[config.mk]
export PLATFORM = sky130hd
export DESIGN_NAME = speed_pickup_renderer_flat
export DESIGN_NICKNAME = d
export VERILOG_FILES = /design/src/rtl/speed_pickup_renderer_if.sv /design/src/rtl/speed_pickup_renderer.sv /design/src/flat_wrapper.sv
export SDC_FILE = /design/constraint.sdc
export NUM_CORES = 1
export LEC_CHECK = 0
export ABC_CLOCK_PERIOD_IN_PS = 5100
export BUFFER_PORTS_ARGS = -buffer_cell sky130_fd_sc_hd__buf_2
export CAP_MARGIN = 20
export CORE_MARGIN = 2
export CORE_UTILIZATION = 54
export DETAILED_ROUTE_END_ITERATION = 10
export PLACE_DENSITY_LB_ADDON = 0.15
export SLEW_MARGIN = 20
export SYNTH_ARGS = -nofsm -noshare
export SYNTH_HDL_FRONTEND = slang
export SYNTH_SLANG_ARGS = --single-unit
[constraint.sdc]
create_clock -name Clk -period 5.1 [get_ports Clk]
set_input_delay 0.765 -clock Clk [delete_from_list [all_inputs] [get_ports Clk]]
set_output_delay 0.765 -clock Clk [all_outputs]
set_load 0.05 [all_outputs]
[src/rtl/speed_pickup_renderer_if.sv]
// Pickup renderer bus: game-logic events, VGA scan position, sprite ROM port and draw outputs.
interface speed_pickup_renderer_if;
  logic        frame_start;
  logic        spawn;
  logic [9:0]  spawn_x;
  logic [9:0]  spawn_y;
  logic        collected;
  logic [9:0]  DrawX;
  logic [9:0]  DrawY;
  logic [18:0] rom_addr;
  logic [3:0]  rom_data;
  logic        pixel_on;
  logic [3:0]  pixel_idx;
  logic        active;
  logic        speed_boost;

  modport master (
    output frame_start, spawn, spawn_x, spawn_y, collected, DrawX, DrawY, rom_data,
    input  rom_addr, pixel_on, pixel_idx, active, speed_boost
  );

  modport slave (
    input  frame_start, spawn, spawn_x, spawn_y, collected, DrawX, DrawY, rom_data,
    output rom_addr, pixel_on, pixel_idx, active, speed_boost
  );
endinterface

[src/rtl/speed_pickup_renderer.sv]
// Speed power-up lifecycle FSM, boost timer and 1-clock ROM-aligned sprite renderer.
// Define SPEED_PICKUP_STACK_EN to let repeat collections stack boost time.
module speed_pickup_renderer #(
  parameter int unsigned SPR_W           = 14,
  parameter int unsigned SPR_H           = 20,
  parameter int unsigned TRANSP_IDX      = 0,
  parameter int unsigned LIFETIME_FRAMES = 600,
  parameter int unsigned BLINK_FRAMES    = 120,
  parameter int unsigned BLINK_PERIOD    = 8,
  parameter int unsigned BOOST_FRAMES    = 300
) (
  input  logic                    Clk,
  input  logic                    Reset_n,
  speed_pickup_renderer_if.slave  bus
);

  localparam int unsigned LIFE_W  = $clog2(LIFETIME_FRAMES + 1);
  localparam int unsigned BLINK_W = $clog2(BLINK_PERIOD + 1);
`ifdef SPEED_PICKUP_STACK_EN
  localparam int unsigned BOOST_MAX = 2 * BOOST_FRAMES;
`else
  localparam int unsigned BOOST_MAX = BOOST_FRAMES;
`endif
  localparam int unsigned BOOST_W = $clog2(BOOST_MAX + 1);

  typedef enum logic [1:0] {IDLE, VISIBLE, BLINKING} state_t;

  state_t               state_q;
  logic [9:0]           pos_x_q, pos_y_q;
  logic [LIFE_W-1:0]    life_cnt_q;
  logic [BLINK_W-1:0]   blink_cnt_q;
  logic                 blink_phase_q;
  logic [BOOST_W-1:0]   boost_cnt_q, boost_cnt_d;
  logic                 speed_boost_q;
  logic                 active_q;
  logic                 hit_q, hit_d;

  logic                 in_box;
  logic [10:0]          x_end, y_end;
  logic [9:0]           dx, dy;
  logic [18:0]          addr;
  logic                 collect_hit;
  logic [LIFE_W-1:0]    life_dec;
  logic [BLINK_W-1:0]   blink_dec;

  assign collect_hit = bus.collected && (state_q != IDLE);
  assign life_dec    = life_cnt_q - 1'b1;
  assign blink_dec   = blink_cnt_q - 1'b1;

  // Bounds in 11 bits so a sprite near the right/bottom edge clips instead of wrapping to 0.
  always_comb begin
    x_end  = {1'b0, pos_x_q} + 11'(SPR_W);
    y_end  = {1'b0, pos_y_q} + 11'(SPR_H);
    in_box = (bus.DrawX >= pos_x_q) && ({1'b0, bus.DrawX} < x_end) &&
             (bus.DrawY >= pos_y_q) && ({1'b0, bus.DrawY} < y_end);
    dx     = bus.DrawX - pos_x_q;
    dy     = bus.DrawY - pos_y_q;
    addr   = 19'(dy) * 19'(SPR_W) + 19'(dx);
    hit_d  = in_box && ((state_q == VISIBLE) || ((state_q == BLINKING) && blink_phase_q));
  end

  assign bus.rom_addr = (in_box && Reset_n) ? addr : '0;

  always_comb begin
    logic [BOOST_W:0] boost_sum;
    boost_sum   = {1'b0, boost_cnt_q} + (BOOST_W + 1)'(BOOST_FRAMES);
    boost_cnt_d = boost_cnt_q;
    if (collect_hit) begin
`ifdef SPEED_PICKUP_STACK_EN
      if (speed_boost_q)
        boost_cnt_d = (boost_sum > (BOOST_W + 1)'(BOOST_MAX)) ? BOOST_W'(BOOST_MAX)
                                                              : boost_sum[BOOST_W-1:0];
      else
        boost_cnt_d = BOOST_W'(BOOST_FRAMES);
`else
      boost_cnt_d = BOOST_W'(BOOST_FRAMES);
`endif
    end else if (bus.frame_start && (boost_cnt_q != '0)) begin
      boost_cnt_d = boost_cnt_q - 1'b1;
    end
  end

  always_ff @(posedge Clk or negedge Reset_n) begin
    if (!Reset_n) begin
      state_q       <= IDLE;
      pos_x_q       <= '0;
      pos_y_q       <= '0;
      life_cnt_q    <= '0;
      blink_cnt_q   <= '0;
      blink_phase_q <= 1'b1;
      boost_cnt_q   <= '0;
      speed_boost_q <= 1'b0;
      active_q      <= 1'b0;
      hit_q         <= 1'b0;
    end else begin
      hit_q         <= hit_d;
      boost_cnt_q   <= boost_cnt_d;
      speed_boost_q <= (boost_cnt_d != '0);
      // Spawn outranks collection and frame ticks; collection outranks frame ticks.
      if (bus.spawn) begin
        state_q    <= VISIBLE;
        active_q   <= 1'b1;
        pos_x_q    <= bus.spawn_x;
        pos_y_q    <= bus.spawn_y;
        life_cnt_q <= LIFE_W'(LIFETIME_FRAMES);
      end else if (collect_hit) begin
        state_q  <= IDLE;
        active_q <= 1'b0;
      end else if (bus.frame_start) begin
        case (state_q)
          VISIBLE: begin
            life_cnt_q <= life_dec;
            if (life_dec == LIFE_W'(BLINK_FRAMES)) begin
              state_q       <= BLINKING;
              blink_phase_q <= 1'b1;
              blink_cnt_q   <= BLINK_W'(BLINK_PERIOD);
            end
          end
          BLINKING: begin
            life_cnt_q <= life_dec;
            if (blink_dec == '0) begin
              blink_phase_q <= ~blink_phase_q;
              blink_cnt_q   <= BLINK_W'(BLINK_PERIOD);
            end else begin
              blink_cnt_q <= blink_dec;
            end
            if (life_dec == '0) begin
              state_q  <= IDLE;
              active_q <= 1'b0;
            end
          end
          default: ;
        endcase
      end
    end
  end

  assign bus.pixel_on    = hit_q && (bus.rom_data != 4'(TRANSP_IDX));
  assign bus.pixel_idx   = bus.pixel_on ? bus.rom_data : '0;
  assign bus.active      = active_q;
  assign bus.speed_boost = speed_boost_q;

endmodule
[src/flat_wrapper.sv]
// flat-port wrapper written by rule: the top's interface ports become plain ports
module speed_pickup_renderer_flat 
#(
  parameter int unsigned SPR_W           = 14,
  parameter int unsigned SPR_H           = 20,
  parameter int unsigned TRANSP_IDX      = 0,
  parameter int unsigned LIFETIME_FRAMES = 600,
  parameter int unsigned BLINK_FRAMES    = 120,
  parameter int unsigned BLINK_PERIOD    = 8,
  parameter int unsigned BOOST_FRAMES    = 300
)
  (Clk, Reset_n, bus_frame_start, bus_spawn, bus_spawn_x, bus_spawn_y, bus_collected, bus_DrawX, bus_DrawY, bus_rom_data, bus_rom_addr, bus_pixel_on, bus_pixel_idx, bus_active, bus_speed_boost);
  speed_pickup_renderer_if bus_i ();
  input  logic Clk;
  input  logic Reset_n;
  input wire logic [$bits(bus_i.frame_start)-1:0] bus_frame_start;
  input wire logic [$bits(bus_i.spawn)-1:0] bus_spawn;
  input wire logic [$bits(bus_i.spawn_x)-1:0] bus_spawn_x;
  input wire logic [$bits(bus_i.spawn_y)-1:0] bus_spawn_y;
  input wire logic [$bits(bus_i.collected)-1:0] bus_collected;
  input wire logic [$bits(bus_i.DrawX)-1:0] bus_DrawX;
  input wire logic [$bits(bus_i.DrawY)-1:0] bus_DrawY;
  input wire logic [$bits(bus_i.rom_data)-1:0] bus_rom_data;
  output wire logic [$bits(bus_i.rom_addr)-1:0] bus_rom_addr;
  output wire logic [$bits(bus_i.pixel_on)-1:0] bus_pixel_on;
  output wire logic [$bits(bus_i.pixel_idx)-1:0] bus_pixel_idx;
  output wire logic [$bits(bus_i.active)-1:0] bus_active;
  output wire logic [$bits(bus_i.speed_boost)-1:0] bus_speed_boost;
  assign bus_i.frame_start = bus_frame_start;
  assign bus_i.spawn = bus_spawn;
  assign bus_i.spawn_x = bus_spawn_x;
  assign bus_i.spawn_y = bus_spawn_y;
  assign bus_i.collected = bus_collected;
  assign bus_i.DrawX = bus_DrawX;
  assign bus_i.DrawY = bus_DrawY;
  assign bus_i.rom_data = bus_rom_data;
  assign bus_rom_addr = bus_i.rom_addr;
  assign bus_pixel_on = bus_i.pixel_on;
  assign bus_pixel_idx = bus_i.pixel_idx;
  assign bus_active = bus_i.active;
  assign bus_speed_boost = bus_i.speed_boost;
  speed_pickup_renderer #(.SPR_W(SPR_W), .SPR_H(SPR_H), .TRANSP_IDX(TRANSP_IDX), .LIFETIME_FRAMES(LIFETIME_FRAMES), .BLINK_FRAMES(BLINK_FRAMES), .BLINK_PERIOD(BLINK_PERIOD), .BOOST_FRAMES(BOOST_FRAMES)) u_core (.Clk(Clk), .Reset_n(Reset_n), .bus(bus_i));
endmodule
# Word level (Yosys, flattened, before mapping)
# Index checks and enable logic that the tools add are counted.
[op_classes] addsub=8 mul=1 order_cmp=4 eq_ne=8 n_mux=25 bitwise=3 reduce_logical=29
[op_table] operator="10-bit 2-to-1 mux" n=4
[op_table] operator="10-bit by 11-bit < comparator with 1-bit output" n=2
[op_table] operator="10-bit greater-or-equal comparator" n=2
[op_table] operator="10-bit subtractor" n=2
[op_table] operator="19-bit 2-to-1 mux" n=1
[op_table] operator="9-bit 2-to-1 mux" n=2
[op_table] operator="9-bit nonzero test" n=2
[op_table] operator="14-bit by 10-bit adder with 15-bit output" n=1
[op_table] operator="10-bit by 3-bit multiplier with 13-bit output, second input constant" n=1
[op_table] operator="4-bit 2-to-1 mux" n=3
[op_table] operator="10-bit by 4-bit adder with 11-bit output, second input constant" n=1
[op_table] operator="10-bit by 5-bit adder with 11-bit output, second input constant" n=1
[op_table] operator="10-bit by 7-bit == test with 1-bit output, second input constant" n=1
[op_table] operator="10-bit zero test" n=1
[op_table] operator="2-bit 2-to-1 mux" n=5
[op_table] operator="10-bit by 1-bit subtractor with 10-bit output, second input constant" n=1
[op_table] operator="1-bit logical AND" n=9
[op_table] operator="3-bit nonzero test" n=3
[op_table] operator="9-bit by 1-bit subtractor with 9-bit output, second input constant" n=1
[op_table] operator="4-bit by 3-bit != test with 1-bit output, second input constant" n=2
[op_table] operator="4-bit one-hot mux with 2 select lines" n=1
[op_table] operator="2-bit nonzero test" n=4
[op_table] operator="4-bit nonzero test" n=2
[op_table] operator="1-bit 2-to-1 mux" n=7
[op_table] operator="other kinds (14)" n=19
[word_totals] ff_bits=49 input_bits=49 output_inout_bits=26 elab_cells=88

# Longest topological paths before layout
[depth] word_depth=7 mapped_depth=22

# Worst setup path before layout
# Ideal clock, no wire load.
[synth_path] path_type="in2out" from="in bus_DrawY[0]" to="out bus_rom_addr[14]" arrival_time_ns=5.592 path_slack_ns=-1.257 cell_stages=17 path_buffers=0 cell_sequence="inv_1 -> ha_1 -> fa_1 -> nand2b_1 -> a21oi_1 -> xor2_1 -> fa_1 -> ha_1 -> a21oi_1 -> o21bai_1 -> xor2_1 -> ha_1 -> o21ai_0 -> nor2b_1 -> o31ai_1 -> nand4_1 -> nor3b_1"
[synth_via] elab_chain_cells=5 word_cells_on_any_way=9 cone_classes="add/sub: 2; mul: 1; order compare: 2; mux: 1; reduce/logical: 3"
[synth_rtl] item="start, declared" line_no="flat_wrapper.sv:22" rtl="input wire logic [$bits(bus_i.DrawY)-1:0] bus_DrawY;"
[synth_rtl] item="branches (longest 4 deep; another with 14-bit by 10-bit adder with 15-bit output)"
[synth_rtl] item="19-bit 2-to-1 mux *" line_no="speed_pickup_renderer.sv:62" rtl="assign bus.rom_addr = (in_box && Reset_n) ? addr : '0;"
[synth_rtl] item="end, declared" line_no="flat_wrapper.sv:24" rtl="output wire logic [$bits(bus_i.rom_addr)-1:0] bus_rom_addr;"
# Every way passes the cells marked *.

# Final worst setup path
# Same ends and word-level chain as after synthesis.

==> impl_metrics.json <==
{
  "synth.cell_area_sq_mm": 0.005410,
  "finClkSkew_ns": 0.003588,
  "failed_checks": "setup timing",
  "first_global_vias": 5161,
  "worst_setup_path_start_kind": "input pin",
  "post-synth-top-count-cell": "sky130_fd_sc_hd__ha_1",
  "portion_of_synthesized_cell_area_occupied_by_the_leading_cell_type": 0.2220,
  "number_of_sinks_on_the_clock_net": 49,
  "worst_ir_drop_vdd_mv": 1.013,
  "drt_iter0_markers": 138,
  "overflow": 0,
  "synth_area_leaders": "sky130_fd_sc_hd__dfrtp_1, sky130_fd_sc_hd__ha_1, sky130_fd_sc_hd__xnor2_1",
  "hold_viol": 0,
  "synth_seq_cells": 49,
  "antenna_left": 0,
  "fp.dieW_um": 104.1,
  "synth-main-ff-cell": "sky130_fd_sc_hd__dfrtp_1",
  "syn_area_per_cell_sq_um": 8.362,
  "num_rows": 36,
  "timing_max_transition_violations_final": 0,
  "timing.critical_path.fanout_max": 4,
  "root_buffer": "sky130_fd_sc_hd__clkbuf_8",
  "dr_total_vias": 5123,
  "r2r_cells": 9,
  "design.core.area_sq_mm": 0.009729,
  "grt_max_degree": 55,
  "final-seq-area_sq_mm": 0.001227,
  "clkLatencyLatePin_ns": 0.30,
  "holdBufCountCts": 0,
  "finalWorstPathRequiredPeriod_ns": 5.691,
  "hp_class": "reg -> reg",
  "critical_path_required_ns": 4.34,
  "routedWlPerCell_um": 14.85,
  "io_buffers": 70,
  "static_leakage_nw": 3.328,
  "max_cap_viol": 0,
  "rsz0062_at_grt": "true",
  "critPathKind": "in -> out",
  "drive_gt1_frac": 0.2961,
  "seq_area_frac_synth": 0.2269,
  "number_of_antenna_violations_at_the_first_check_in_global_routing": 0,
  "preCtsSetupSlack_ns": -0.6449,
  "synth_cell_types": 76,
  "powerDensity_mw_per_mm2": 819.3,
  "insertedDiodeCount": 0,
  "final_core_util": 0.7239,
  "layout-area-overhead-vs-synth_pct": 30.18,
  "pin_count": 75,
  "routed_wl_um": 13660,
  "run_status": "finished, violations left",
  "place.detailed.hpwl_um": 10440,
  "final.period_utilization": 1.116,
  "cts_buffers": 5,
  "dieHeight_um": 104.1,
  "num-nets-final": 914,
  "multi_input_comb_area_sq_mm": 0.004319,
  "clkSlewWorstSetupHoldPaths_ns": 0.08,
  "place_inst": 902,
  "crit_path_end_kind": "output port",
  "floorplan.initialDensity": 0.5561,
  "synth.yosys.warnings": 0,
  "dr.pass1.iters": 4,
  "worstMarginPinSlew_ns": 0.7902,
  "final.fill_count": 748,
  "gr-usage-all-layers": 0.2493,
  "detailed_place.area_sq_mm": 0.006551,
  "floorplan.die_area_sq_mm": 0.01084,
  "gpl.final_weighted_congestion": 0.8946,
  "grt_pass1_wl_um": 22810,
  "cp.arrival_ns": 4.93,
  "max_freq_mhz": 175.7,
  "fin_ws_ns": -0.5906,
  "max-clock-path-buffers": 2,
  "synth_top_area_cell": "sky130_fd_sc_hd__dfrtp_1",
  "synth-edff-count": 0,
  "finish.instance_area_sq_mm": 0.007043,
  "hold_depth": 2,
  "drcViolationCount": 0,
  "setup_violations": 7,
  "synth_common_cells": "sky130_fd_sc_hd__ha_1, sky130_fd_sc_hd__nor2_1, sky130_fd_sc_hd__nand2_1",
  "htree_levels": 2,
  "syn-instance-count": 647,
  "proportion_of_synthesized_flip_flops_having_asynchronous_set_or_reset": 1.000,
  "p_total_mw": 5.771,
  "max-slew-margin-rel": 0.4732,
  "viasPerCell": 5.568,
  "finish.cell_count_without_fillers": 920,
  "tritoncts": "built"
}
[worst paths after layout]
check,from,to,slack (ns)
setup / recovery,bus_DrawY[0],bus_rom_addr[14],-0.59
hold / removal,u_core.boost_cnt_q[1],u_core.boost_cnt_q[1],0.52
max in group asynchronous,Reset_n,u_core.pos_y_q[5],4.06
hold reg to reg,u_core.boost_cnt_q[1],u_core.boost_cnt_q[1],0.52
setup reg to reg,u_core.pos_y_q[2],u_core.hit_q,2.48
min in group asynchronous,Reset_n,u_core.boost_cnt_q[4],0.62
[critical path, cell delays in order]
cell	delay, ns
sky130_fd_sc_hd__buf_8	0.08
sky130_fd_sc_hd__inv_8	0.03
sky130_fd_sc_hd__ha_4	0.15
sky130_fd_sc_hd__fa_2	0.37
sky130_fd_sc_hd__nand2b_4	0.16
sky130_fd_sc_hd__a21oi_4	0.21
sky130_fd_sc_hd__a21o_1	0.18
sky130_fd_sc_hd__a21oi_2	0.07
sky130_fd_sc_hd__xnor2_2	0.16
sky130_fd_sc_hd__ha_1	0.36
sky130_fd_sc_hd__ha_4	0.28
sky130_fd_sc_hd__a21oi_1	0.27
sky130_fd_sc_hd__o22ai_4	0.13
sky130_fd_sc_hd__nor2_2	0.10
sky130_fd_sc_hd__xnor2_1	0.07
sky130_fd_sc_hd__ha_1	0.34
sky130_fd_sc_hd__buf_6	0.12
sky130_fd_sc_hd__nand2_4	0.05
sky130_fd_sc_hd__o31ai_4	0.23
sky130_fd_sc_hd__nand4_1	0.19
sky130_fd_sc_hd__buf_4	0.20
sky130_fd_sc_hd__nor3b_4	0.19
sky130_fd_sc_hd__buf_6	0.18
[through the flow]
step / hold slack (ns) / TNS, ns
floorplan: 0.4694 / -1.392
CTS: 0.5305 / -2.032
global route: 0.5587 / -4.256
global placement: 0.4948 / -3.219
finish: 0.5222 / -3.162
detailed placement: 0.5096 / -3.881
[placed cells by master (no fill, tap or decap), drive strengths merged, types with 20 or more instances in the layout]
master  Yosys  routed
xnor2      37      37
a21o       20      20
nor2       61      61
a21oi      29      29
inv        51      51
xor2       20      20
o21ai      46      46
buf         9     151
dfrtp      48      48
nand2      51      51
ha         72      72
[area by class of cell]
class                           instances  area share
Sequential cell                        49      0.1743
Multi-Input combinational cell        528      0.6133
Clock buffer                            6     0.01030
Clock inverter                          2    0.001421
Timing Repair Buffer                  151      0.1489
Tap cell                              133     0.02363
Inverter                               51     0.02825
[per-layer routing]
layer  track usage  routed length (um)
met1        0.2853                5676
met2        0.4789                7385
met3       0.02444                 259
met4       0.08687                 339
met5             0                   0
[report_power, final]
part	internal [mW]	leakage, nW	switching [mW]
clock	0.0952	0.0450	0.122
combinational	2.57	2.70	2.46
sequential	0.449	0.580	0.0730
total	3.11	3.33	2.66
[timing repair]
action	in CTS	in global routing
pin swaps	33	14
resized for setup	48	21
setup buffers	5	6
endpoints found under the setup margin	8	8
gates cloned	0	0
[flip-flops by register name (all words and copies together), names as in the netlist]
| signal | cells |
|---|---|
| u_core.pos_y_q | 10 |
| u_core.bus.speed_boost | 1 |
| u_core.hit_q | 1 |
| u_core.blink_phase_q | 1 |
| u_core.pos_x_q | 10 |
| u_core.life_cnt_q | 10 |
| u_core.bus.active | 1 |
| u_core.blink_cnt_q | 4 |
| u_core.state_q | 2 |
| u_core.boost_cnt_q | 9 |
[cells by family (layout without fill, tap and decap cells)]
family,after synthesis,after routing,share of synthesized area
adders and majority gates,79,79,0.1924
buffers and inverters,73,210,0.05851
AOI/OAI and AO/OA,159,159,0.2031
xor gates and xnor gates,58,58,0.09783
DFF,49,49,0.2269
other,1,4,0.0006931
and+or+nand+nor,222,222,0.2086
muxes,6,6,0.01203
No activity file was read; power rests on OpenSTA's default activity.
